--- src/rtl/axi_read_arbiter_pkg.sv ---
// Shared types for the two-master AXI read arbiter: FSM states, master ID tags
// and the registered AR beat.
package axi_arb_pkg;

  typedef enum logic [1:0] {
    ST_IDLE = 2'd0,
    ST_ADDR = 2'd1,
    ST_DATA = 2'd2
  } arb_state_t;

  localparam logic [3:0] TAG_M0 = 4'h0;
  localparam logic [3:0] TAG_M1 = 4'h1;

  typedef struct packed {
    logic [7:0]  id;
    logic [31:0] addr;
    logic [3:0]  len;
    logic [2:0]  size;
    logic [1:0]  burst;
  } ar_beat_t;

endpackage

--- src/rtl/axi_read_arbiter_if.sv ---
// AXI read channel (AR/R) bundle. ID_W is 4 on the master side and 8 on the
// slave side, where the master tag is prepended.
interface axi_read_arbiter_if #(parameter int ID_W = 4);

  logic [ID_W-1:0] arid;
  logic [31:0]     araddr;
  logic [3:0]      arlen;
  logic [2:0]      arsize;
  logic [1:0]      arburst;
  logic            arvalid;
  logic            arready;
  logic [ID_W-1:0] rid;
  logic [31:0]     rdata;
  logic [1:0]      rresp;
  logic            rlast;
  logic            rvalid;
  logic            rready;

  modport master (
    output arid, araddr, arlen, arsize, arburst, arvalid, rready,
    input  arready, rid, rdata, rresp, rlast, rvalid
  );

  modport slave (
    input  arid, araddr, arlen, arsize, arburst, arvalid, rready,
    output arready, rid, rdata, rresp, rlast, rvalid
  );

endinterface

--- src/rtl/axi_read_arbiter_pick2.sv ---
// Two-way winner select for the read arbiter. With AXI_RD_ARB_RR_EN defined a
// tie goes to the master not granted last; otherwise M1 always wins a tie.
module arb_pick2 (
  input  logic       req0,
  input  logic       req1,
`ifdef AXI_RD_ARB_RR_EN
  input  logic       last_m1,
`endif
  output logic [1:0] gnt
);

  always_comb begin
    gnt = 2'b00;
    if (req0 && req1) begin
`ifdef AXI_RD_ARB_RR_EN
      gnt = last_m1 ? 2'b01 : 2'b10;
`else
      gnt = 2'b10;
`endif
    end else if (req1) begin
      gnt = 2'b10;
    end else if (req0) begin
      gnt = 2'b01;
    end
  end

endmodule

--- src/rtl/axi_read_arbiter.sv ---
// Shares one AXI read port between M0 (ifetch) and M1 (data load); one burst
// outstanding at a time. Build option: AXI_RD_ARB_RR_EN selects round-robin.
module axi_read_arbiter
  import axi_arb_pkg::*;
(
  input  logic              clk,
  input  logic              rst,
  axi_read_arbiter_if.slave  m0,
  axi_read_arbiter_if.slave  m1,
  axi_read_arbiter_if.master s
);

  arb_state_t state, state_nxt;
  logic       grant, grant_nxt;
  ar_beat_t   ar_q, ar_nxt;
  logic [1:0] pick;
  logic       burst_done;
  logic       unused_rid_tag;

  assign unused_rid_tag = ^s.rid[7:4];

`ifdef AXI_RD_ARB_RR_EN
  logic last_m1;

  always_ff @(posedge clk) begin
    if (rst)             last_m1 <= 1'b1;
    else if (burst_done) last_m1 <= grant;
  end

  arb_pick2 u_pick (.req0(m0.arvalid), .req1(m1.arvalid), .last_m1(last_m1), .gnt(pick));
`else
  arb_pick2 u_pick (.req0(m0.arvalid), .req1(m1.arvalid), .gnt(pick));
`endif

  assign burst_done = !rst && (state == ST_DATA) && s.rvalid && s.rready && s.rlast;

  always_ff @(posedge clk) begin
    if (rst) begin
      state <= ST_IDLE;
      grant <= 1'b0;
      ar_q  <= '0;
    end else begin
      state <= state_nxt;
      grant <= grant_nxt;
      ar_q  <= ar_nxt;
    end
  end

  // Every output is forced low while rst is high, whatever the registered state.
  always_comb begin
    state_nxt  = state;
    grant_nxt  = grant;
    ar_nxt     = ar_q;
    m0.arready = 1'b0;
    m1.arready = 1'b0;
    m0.rid     = '0;
    m0.rdata   = '0;
    m0.rresp   = '0;
    m0.rlast   = 1'b0;
    m0.rvalid  = 1'b0;
    m1.rid     = '0;
    m1.rdata   = '0;
    m1.rresp   = '0;
    m1.rlast   = 1'b0;
    m1.rvalid  = 1'b0;
    s.arid     = '0;
    s.araddr   = '0;
    s.arlen    = '0;
    s.arsize   = '0;
    s.arburst  = '0;
    s.arvalid  = 1'b0;
    s.rready   = 1'b0;
    if (!rst) begin
      case (state)
        ST_IDLE: begin
          if (pick[0]) begin
            m0.arready = 1'b1;
            ar_nxt     = '{id: {TAG_M0, m0.arid}, addr: m0.araddr, len: m0.arlen,
                           size: m0.arsize, burst: m0.arburst};
            grant_nxt  = 1'b0;
            state_nxt  = ST_ADDR;
          end else if (pick[1]) begin
            m1.arready = 1'b1;
            ar_nxt     = '{id: {TAG_M1, m1.arid}, addr: m1.araddr, len: m1.arlen,
                           size: m1.arsize, burst: m1.arburst};
            grant_nxt  = 1'b1;
            state_nxt  = ST_ADDR;
          end
        end
        ST_ADDR: begin
          s.arvalid = 1'b1;
          s.arid    = ar_q.id;
          s.araddr  = ar_q.addr;
          s.arlen   = ar_q.len;
          s.arsize  = ar_q.size;
          s.arburst = ar_q.burst;
          if (s.arready) state_nxt = ST_DATA;
        end
        ST_DATA: begin
          if (!grant) begin
            m0.rvalid = s.rvalid;
            m0.rdata  = s.rdata;
            m0.rresp  = s.rresp;
            m0.rlast  = s.rlast;
            m0.rid    = s.rid[3:0];
            s.rready  = m0.rready;
          end else begin
            m1.rvalid = s.rvalid;
            m1.rdata  = s.rdata;
            m1.rresp  = s.rresp;
            m1.rlast  = s.rlast;
            m1.rid    = s.rid[3:0];
            s.rready  = m1.rready;
          end
          if (burst_done) state_nxt = ST_IDLE;
        end
        default: state_nxt = ST_IDLE;
      endcase
    end
  end

endmodule

--- src/flat_wrapper.sv ---
// flat-port wrapper written by rule: the top's interface ports become plain ports
module axi_read_arbiter_flat import axi_arb_pkg::*;
  (clk, rst, m0_arid, m0_araddr, m0_arlen, m0_arsize, m0_arburst, m0_arvalid, m0_rready, m0_arready, m0_rid, m0_rdata, m0_rresp, m0_rlast, m0_rvalid, m1_arid, m1_araddr, m1_arlen, m1_arsize, m1_arburst, m1_arvalid, m1_rready, m1_arready, m1_rid, m1_rdata, m1_rresp, m1_rlast, m1_rvalid, s_arid, s_araddr, s_arlen, s_arsize, s_arburst, s_arvalid, s_rready, s_arready, s_rid, s_rdata, s_rresp, s_rlast, s_rvalid);
  axi_read_arbiter_if #(.ID_W(4)) m0_i ();
  axi_read_arbiter_if #(.ID_W(4)) m1_i ();
  axi_read_arbiter_if #(.ID_W(8)) s_i ();
  input  logic clk;
  input  logic rst;
  input wire logic [$bits(m0_i.arid)-1:0] m0_arid;
  input wire logic [$bits(m0_i.araddr)-1:0] m0_araddr;
  input wire logic [$bits(m0_i.arlen)-1:0] m0_arlen;
  input wire logic [$bits(m0_i.arsize)-1:0] m0_arsize;
  input wire logic [$bits(m0_i.arburst)-1:0] m0_arburst;
  input wire logic [$bits(m0_i.arvalid)-1:0] m0_arvalid;
  input wire logic [$bits(m0_i.rready)-1:0] m0_rready;
  output wire logic [$bits(m0_i.arready)-1:0] m0_arready;
  output wire logic [$bits(m0_i.rid)-1:0] m0_rid;
  output wire logic [$bits(m0_i.rdata)-1:0] m0_rdata;
  output wire logic [$bits(m0_i.rresp)-1:0] m0_rresp;
  output wire logic [$bits(m0_i.rlast)-1:0] m0_rlast;
  output wire logic [$bits(m0_i.rvalid)-1:0] m0_rvalid;
  input wire logic [$bits(m1_i.arid)-1:0] m1_arid;
  input wire logic [$bits(m1_i.araddr)-1:0] m1_araddr;
  input wire logic [$bits(m1_i.arlen)-1:0] m1_arlen;
  input wire logic [$bits(m1_i.arsize)-1:0] m1_arsize;
  input wire logic [$bits(m1_i.arburst)-1:0] m1_arburst;
  input wire logic [$bits(m1_i.arvalid)-1:0] m1_arvalid;
  input wire logic [$bits(m1_i.rready)-1:0] m1_rready;
  output wire logic [$bits(m1_i.arready)-1:0] m1_arready;
  output wire logic [$bits(m1_i.rid)-1:0] m1_rid;
  output wire logic [$bits(m1_i.rdata)-1:0] m1_rdata;
  output wire logic [$bits(m1_i.rresp)-1:0] m1_rresp;
  output wire logic [$bits(m1_i.rlast)-1:0] m1_rlast;
  output wire logic [$bits(m1_i.rvalid)-1:0] m1_rvalid;
  output wire logic [$bits(s_i.arid)-1:0] s_arid;
  output wire logic [$bits(s_i.araddr)-1:0] s_araddr;
  output wire logic [$bits(s_i.arlen)-1:0] s_arlen;
  output wire logic [$bits(s_i.arsize)-1:0] s_arsize;
  output wire logic [$bits(s_i.arburst)-1:0] s_arburst;
  output wire logic [$bits(s_i.arvalid)-1:0] s_arvalid;
  output wire logic [$bits(s_i.rready)-1:0] s_rready;
  input wire logic [$bits(s_i.arready)-1:0] s_arready;
  input wire logic [$bits(s_i.rid)-1:0] s_rid;
  input wire logic [$bits(s_i.rdata)-1:0] s_rdata;
  input wire logic [$bits(s_i.rresp)-1:0] s_rresp;
  input wire logic [$bits(s_i.rlast)-1:0] s_rlast;
  input wire logic [$bits(s_i.rvalid)-1:0] s_rvalid;
  assign m0_i.arid = m0_arid;
  assign m0_i.araddr = m0_araddr;
  assign m0_i.arlen = m0_arlen;
  assign m0_i.arsize = m0_arsize;
  assign m0_i.arburst = m0_arburst;
  assign m0_i.arvalid = m0_arvalid;
  assign m0_i.rready = m0_rready;
  assign m0_arready = m0_i.arready;
  assign m0_rid = m0_i.rid;
  assign m0_rdata = m0_i.rdata;
  assign m0_rresp = m0_i.rresp;
  assign m0_rlast = m0_i.rlast;
  assign m0_rvalid = m0_i.rvalid;
  assign m1_i.arid = m1_arid;
  assign m1_i.araddr = m1_araddr;
  assign m1_i.arlen = m1_arlen;
  assign m1_i.arsize = m1_arsize;
  assign m1_i.arburst = m1_arburst;
  assign m1_i.arvalid = m1_arvalid;
  assign m1_i.rready = m1_rready;
  assign m1_arready = m1_i.arready;
  assign m1_rid = m1_i.rid;
  assign m1_rdata = m1_i.rdata;
  assign m1_rresp = m1_i.rresp;
  assign m1_rlast = m1_i.rlast;
  assign m1_rvalid = m1_i.rvalid;
  assign s_arid = s_i.arid;
  assign s_araddr = s_i.araddr;
  assign s_arlen = s_i.arlen;
  assign s_arsize = s_i.arsize;
  assign s_arburst = s_i.arburst;
  assign s_arvalid = s_i.arvalid;
  assign s_rready = s_i.rready;
  assign s_i.arready = s_arready;
  assign s_i.rid = s_rid;
  assign s_i.rdata = s_rdata;
  assign s_i.rresp = s_rresp;
  assign s_i.rlast = s_rlast;
  assign s_i.rvalid = s_rvalid;
  axi_read_arbiter u_core (.clk(clk), .rst(rst), .m0(m0_i), .m1(m1_i), .s(s_i));
endmodule
--- config.mk ---
export PLATFORM = sky130hd
export DESIGN_NAME = axi_read_arbiter_flat
export DESIGN_NICKNAME = d
export VERILOG_FILES = /design/src/rtl/axi_read_arbiter_pkg.sv /design/src/rtl/axi_read_arbiter_if.sv /design/src/rtl/axi_read_arbiter_pick2.sv /design/src/rtl/axi_read_arbiter.sv /design/src/flat_wrapper.sv
export SDC_FILE = /design/constraint.sdc
export NUM_CORES = 1
export LEC_CHECK = 0
export BUFFER_PORTS_ARGS = -buffer_cell sky130_fd_sc_hd__buf_2
export CAP_MARGIN = 20
export CORE_MARGIN = 2
export CORE_UTILIZATION = 30
export CTS_CLUSTER_DIAMETER = 150
export CTS_CLUSTER_SIZE = 30
export DETAILED_ROUTE_END_ITERATION = 7
export GPL_TIMING_DRIVEN = 0
export PLACE_DENSITY = 0.73
export REMOVE_ABC_BUFFERS = 1
export SYNTH_ARGS = -nofsm -noshare
export SYNTH_HDL_FRONTEND = slang
export SYNTH_SLANG_ARGS = --single-unit
--- constraint.sdc ---
create_clock -name clk -period 2.3 [get_ports clk]
set_input_delay 0.46 -clock clk [delete_from_list [all_inputs] [get_ports clk]]
set_output_delay 0.46 -clock clk [all_outputs]
set_load 0.02 [all_outputs]
Yosys cells after proc, flatten, opt, wreduce, memory -nomap -nowiden
Cells that the tools add are included.
Widths: inputs -> output; s select.
{"block": "word_totals", "ff_bits": 52, "input_bits": 141, "output_inout_bits": 133}
{"block": "op_classes", "n_eq_ne": 5, "muxes": 64, "reduce_logical": 10}
{"operator": "$mux 32", "count": 8}
{"operator": "$mux 49", "count": 2}
{"operator": "$mux 4", "count": 8}
{"operator": "$mux 2", "count": 14}
{"operator": "$mux 1", "count": 27}
{"operator": "$mux 8", "count": 2}
{"operator": "$mux 3", "count": 2}
{"operator": "$pmux 2 s3", "count": 1}
{"operator": "$logic_and 1x1->1", "count": 5}
{"operator": "$ne 3x1->1 const B", "count": 1}
{"operator": "$reduce_and 3->1", "count": 1}
{"operator": "$eq 2x1->1 const B", "count": 1}
{"operator": "$eq 2x2->1 const B", "count": 1}
{"operator": "$logic_not 2->1", "count": 1}
{"operator": "$ne 2x1->1 const B", "count": 1}
{"operator": "$ne 2x2->1 const B", "count": 1}
{"operator": "$reduce_and 2->1", "count": 1}
{"operator": "$reduce_bool 2->1", "count": 1}
{"operator": "$logic_not 1->1", "count": 1}

Longest topological paths before layout
{"block": "depth", "ltp_word": 7, "ltp_mapped": 6}

Hierarchy
Synthesis repeated with hierarchy kept, for this count alone.
{"block": "unflattened", "cells_unflattened": 376, "hier_area_um2": 3369.5}
{"module": "axi_read_arbiter", "n_inst": 1, "cells_per_inst": 374, "area_per_inst_um2": 3359.5, "seq_area_each_um2": 960.9}
{"module": "arb_pick2", "n_inst": 1, "cells_per_inst": 2, "area_per_inst_um2": 10.0, "seq_area_each_um2": 0.0}

Worst setup path before layout
OpenSTA, ideal clock, no wires.
{"block": "synth_timing", "kind": "input -> output", "startpoint": "in rst", "endpoint": "out m1_arready", "arrival_ns": 1.545, "setup_slack_ns": 0.295, "path_stages": 3, "n_path_buf": 2, "path_cell_list": "clkbuf_1 clkbuf_1 nor4b_1"}
{"block": "synth_via", "elab_chain_cells": 1}
{"element": "start: declaration", "line_no": "flat_wrapper.sv:8", "text": "input logic rst;"}
{"element": "$mux 1", "line_no": "axi_read_arbiter.sv:73", "text": "if (!rst) begin"}
{"element": "end: declaration", "line_no": "flat_wrapper.sv:29", "text": "output wire logic [$bits(m1_i.arready)-1:0] m1_arready;"}
Every way passes these cells.

Final worst setup path
{"block": "layout_timing", "startpoint": "in rst", "endpoint": "out m1_rdata[12]"}
{"block": "layout_via", "elab_chain_cells": 1}
{"element": "$mux 32", "line_no": "axi_read_arbiter.sv:73"}
{"element": "end: declaration", "line_no": "flat_wrapper.sv:31", "text": "output wire logic [$bits(m1_i.rdata)-1:0] m1_rdata;"}
Every way passes these cells.

==> out/metrics.csv <==
stage,metric,value,unit
global_route,grt_first_pass_wirelength,18100,um
synth,synth.cell_area,0.00322,mm2
routing,ant_nets,0,
synth,avgSynthCellArea,7.52,um2
sta,setup_viol,5,
place,gp_congestion,0.793,
outcome,violations,setup timing,
clock_network,htree_num_levels,2,
synth,synth.distinct_cells,27,
cells_and_area,fillers,1078,
critical_path,r2r-end,u_core.ar_q[34],
cells_and_area,final_nets,818,
sta,final.setup.worst_slack,-0.0178,ns
synth,synthAdderAreaFrac,0,%
synth,synth_top_family_by_area,simple AND/OR/NAND/NOR gates,
synth,synthFlopType,dfxtp_1,
global_route,overflow,0,
clock_network,insertion_delay,0.29,ns
sta,finalSetupTns,-0.0702,ns
synth,yosys.area_share.simple,39.8,%
min_path,hold_depth,3,
routing,routed_wl,12500,um
global_route,track_usage,19.7,%
critical_path,path_cells,buf_6 > or3b_4 > nor2_2 > and2_1 > buf_2,
floorplanning,die_w,108,um
sta,period_share,101,%
routing,dr.pass1.iters,4,
critical_path,slowest_stage,or3b_4,
place,port-buffer-count,266,
place,post-dp-hpwl,8770,um
floorplanning,rows,37,
floorplanning,core_region_area,0.0104,mm2
synth,synth_edf_count,0,
sta,hold_ws,0.414,ns
critical_path,rr_worst_depth,5,
floorplanning,start_util,31.0,%
min_path,hold_end,u_core.ar_q[26],
critical_path,startpoint,rst,
routing,wire_per_inst,15.3,um
global_route,antenna_found_initial,1,
global_route,grt_max_degree,54,
synth,synth_top_area_share,29.9,%
sta,finalHoldViolCount,0,
clock_network,cts-root-buf,clkbuf_8,
sta,slew_violations,0,
pwr,cellLeakagePower,2.60,nW
clock_network,cts_buffer_depth,2,
synth,synthArstFlopShare,0,%
clock_network,cts_hold_buffers,0,
floorplanning,die_h,108,um
routing,vias_per_cell,4.90,
synth,synthCells,428,
critical_path,cp.arrival,1.86,ns
cells_and_area,final_util,46.6,%
clock_network,cts_tree,yes,
critical_path,r2r_start,u_core.state[1],
synth,synth_area_leaders,"dfxtp_1 (30%), and2_1 (25%), a311oi_1 (12%), nand2_1 (11%), a21oi_1 (7.3%)",
cells_and_area,stdcell_count,815,
place,post-place-cells,791,
floorplanning,design.die.area,0.0116,mm2
clock_network,numCtsBuffers,5,
critical_path,path_buf_inv,2,
sta,rsz0062_at_grt,true,
critical_path,cp_top_family,simple AND/OR/NAND/NOR gates,
critical_path,start_kind,input pin,
sta,tightest_slew,0.535,ns
critical_path,worstPathRequired,1.84,ns
synth,synth_compound_area_share,20.0,%
routing,drt_iter0_markers,188,
min_path,hold_path_class,input pin to register,
critical_path,end_kind,primary output,
cells_and_area,drive_above_1_share,45.4,%
synth,yosys.area_share.xor_xnor,0,%
outcome,status,finished with violations,
place,dpl_cell_area,0.00456,mm2
synth,synthMuxAreaShare,0.311,%
run,drv_cap,0,
synth,synth_top_cell_by_area,dfxtp_1,
cells_and_area,area_growth,50.3,%
pwr,peakVddDrop,0.263,mV
critical_path,path_class,input pin to primary output,
synth,yosysMostFrequentCell,and2_1,
cells_and_area,final_area,0.00483,mm2
synth,ys_top_cells_by_count,"and2_1 (127), nand2_1 (91), dfxtp_1 (48)",
sta,fmax,431,MHz
sta,fin_skew,0.00712,ns
synth,yosysWarnings,0,
routing,vias,3996,
critical_path,max_stage_delay,0.54,ns
clock_network,clkTransAtPathRegs,0.10,ns
sta,relSlewSlack,64.2,%
critical_path,cp_max_fo,53,
clock_network,clock_sinks,48,
global_route,grt_pass1_vias,3628,
synth,yosysSeqAreaShare,29.9,%
routing,drc,0,
critical_path,ff2ff_setup_slack,0.26,ns
pwr,p_per_area,462,mW/mm2
min_path,hp-start,m0_araddr[17],
floorplanning,pin_count,274,
synth,synth-seq-cells,48,
critical_path,critical_path_cell_count,5,
sta,period_needed,2.32,ns
==> state kept, by name (all words and copies together), names as in the netlist <==
name / cells
u_core.ar_q: 46
u_core.state: 2
==> final cells by class <==
| type | count | area, um2 | area share, % |
|---|---|---|---|
| multi-input combinational | 343 | 2060 | 42.7 |
| timing repair buffer | 278 | 1530 | 31.5 |
| sequential | 48 | 972 | 20.1 |
| tap | 136 | 170 | 3.52 |
| clock buffer | 7 | 86.3 | 1.79 |
| clock inverter | 1 | 7.51 | 0.155 |
| inverter | 1 | 7.51 | 0.155 |
| antenna | 1 | 2.50 | 0.0518 |
==> timing repair <==
action,in CTS,in global routing
setup endpoints to repair,127,119
resized for setup,9,9
endpoints found under the hold margin,0,0
setup buffers,1,4
gates cloned,7,3
pin swaps,8,3
==> where the power goes <==
group	leakage, nW	switching [mW]	internal, mW	total (mW)
combinational	2.16	0.399	0.307	0.707
sequential	0.401	0.0606	0.938	0.998
clock	0.0445	0.285	0.245	0.530
total	2.60	0.745	1.49	2.24
==> worst reg2reg max path: stages, from the launching register on <==
cell and delay (ns):
dfxtp_4 0.37, buf_4 0.16, nor2_4 0.44, and2_2 0.60
buf_16 0.23, a311oi_1 0.11
==> worst max path at each step <==
stage,to,slack [ns]
detailed placement,s_arlen[1],-0.37
floorplan,s_araddr[0],-1.10
global route,m1_rdata[12],-0.02
CTS,m1_rdata[16],0.003
global placement,s_araddr[5],-3.17
finish,m1_rdata[12],-0.02
==> cells by family after synthesis <==
logic type             Yosys count
AOI/OAI and AO/OA               94
muxes                            1
and+or+nand+nor                235
DFF                             48
buffers and inverters           49
other                            1
==> cell usage in the layout, fill, tap and decap left out, drive strengths merged <==
master,n
buf,278
or2,1
a311oi,45
nor4,1
nand2b,1
a21o,1
clkbuf,7
clkinvlp,2
o22ai,1
nor2,15
mux2i,1
or3b,2
dfxtp,48
diode,1
nor3b,2
conb,3
nand3,1
nand2,91
nor4b,1
nor2b,2
and3b,1
and2,127
a21oi,47
==> layer usage <==
layer  share of wire, %  wire [um]  GRT usage, %  vias up
li1                   -          -             -     1948
met1                 36       4460          20.2     1845
met2                 53       6670          38.9      183
met3                8.6       1080          5.02       20
met4                2.4        294          5.68        0
met5                  0          0             0        -
==> through the flow <==
stage                     total power, mW  setup WS (ns)
after floorplan                      1.36          -1.10
after global routing                 2.37        -0.0151
after global placement               1.63          -3.17
after CTS                            2.25        0.00328
after detailed placement             1.69         -0.371
final                                2.24        -0.0178
Note: power is estimated with default switching activity, not from simulation.
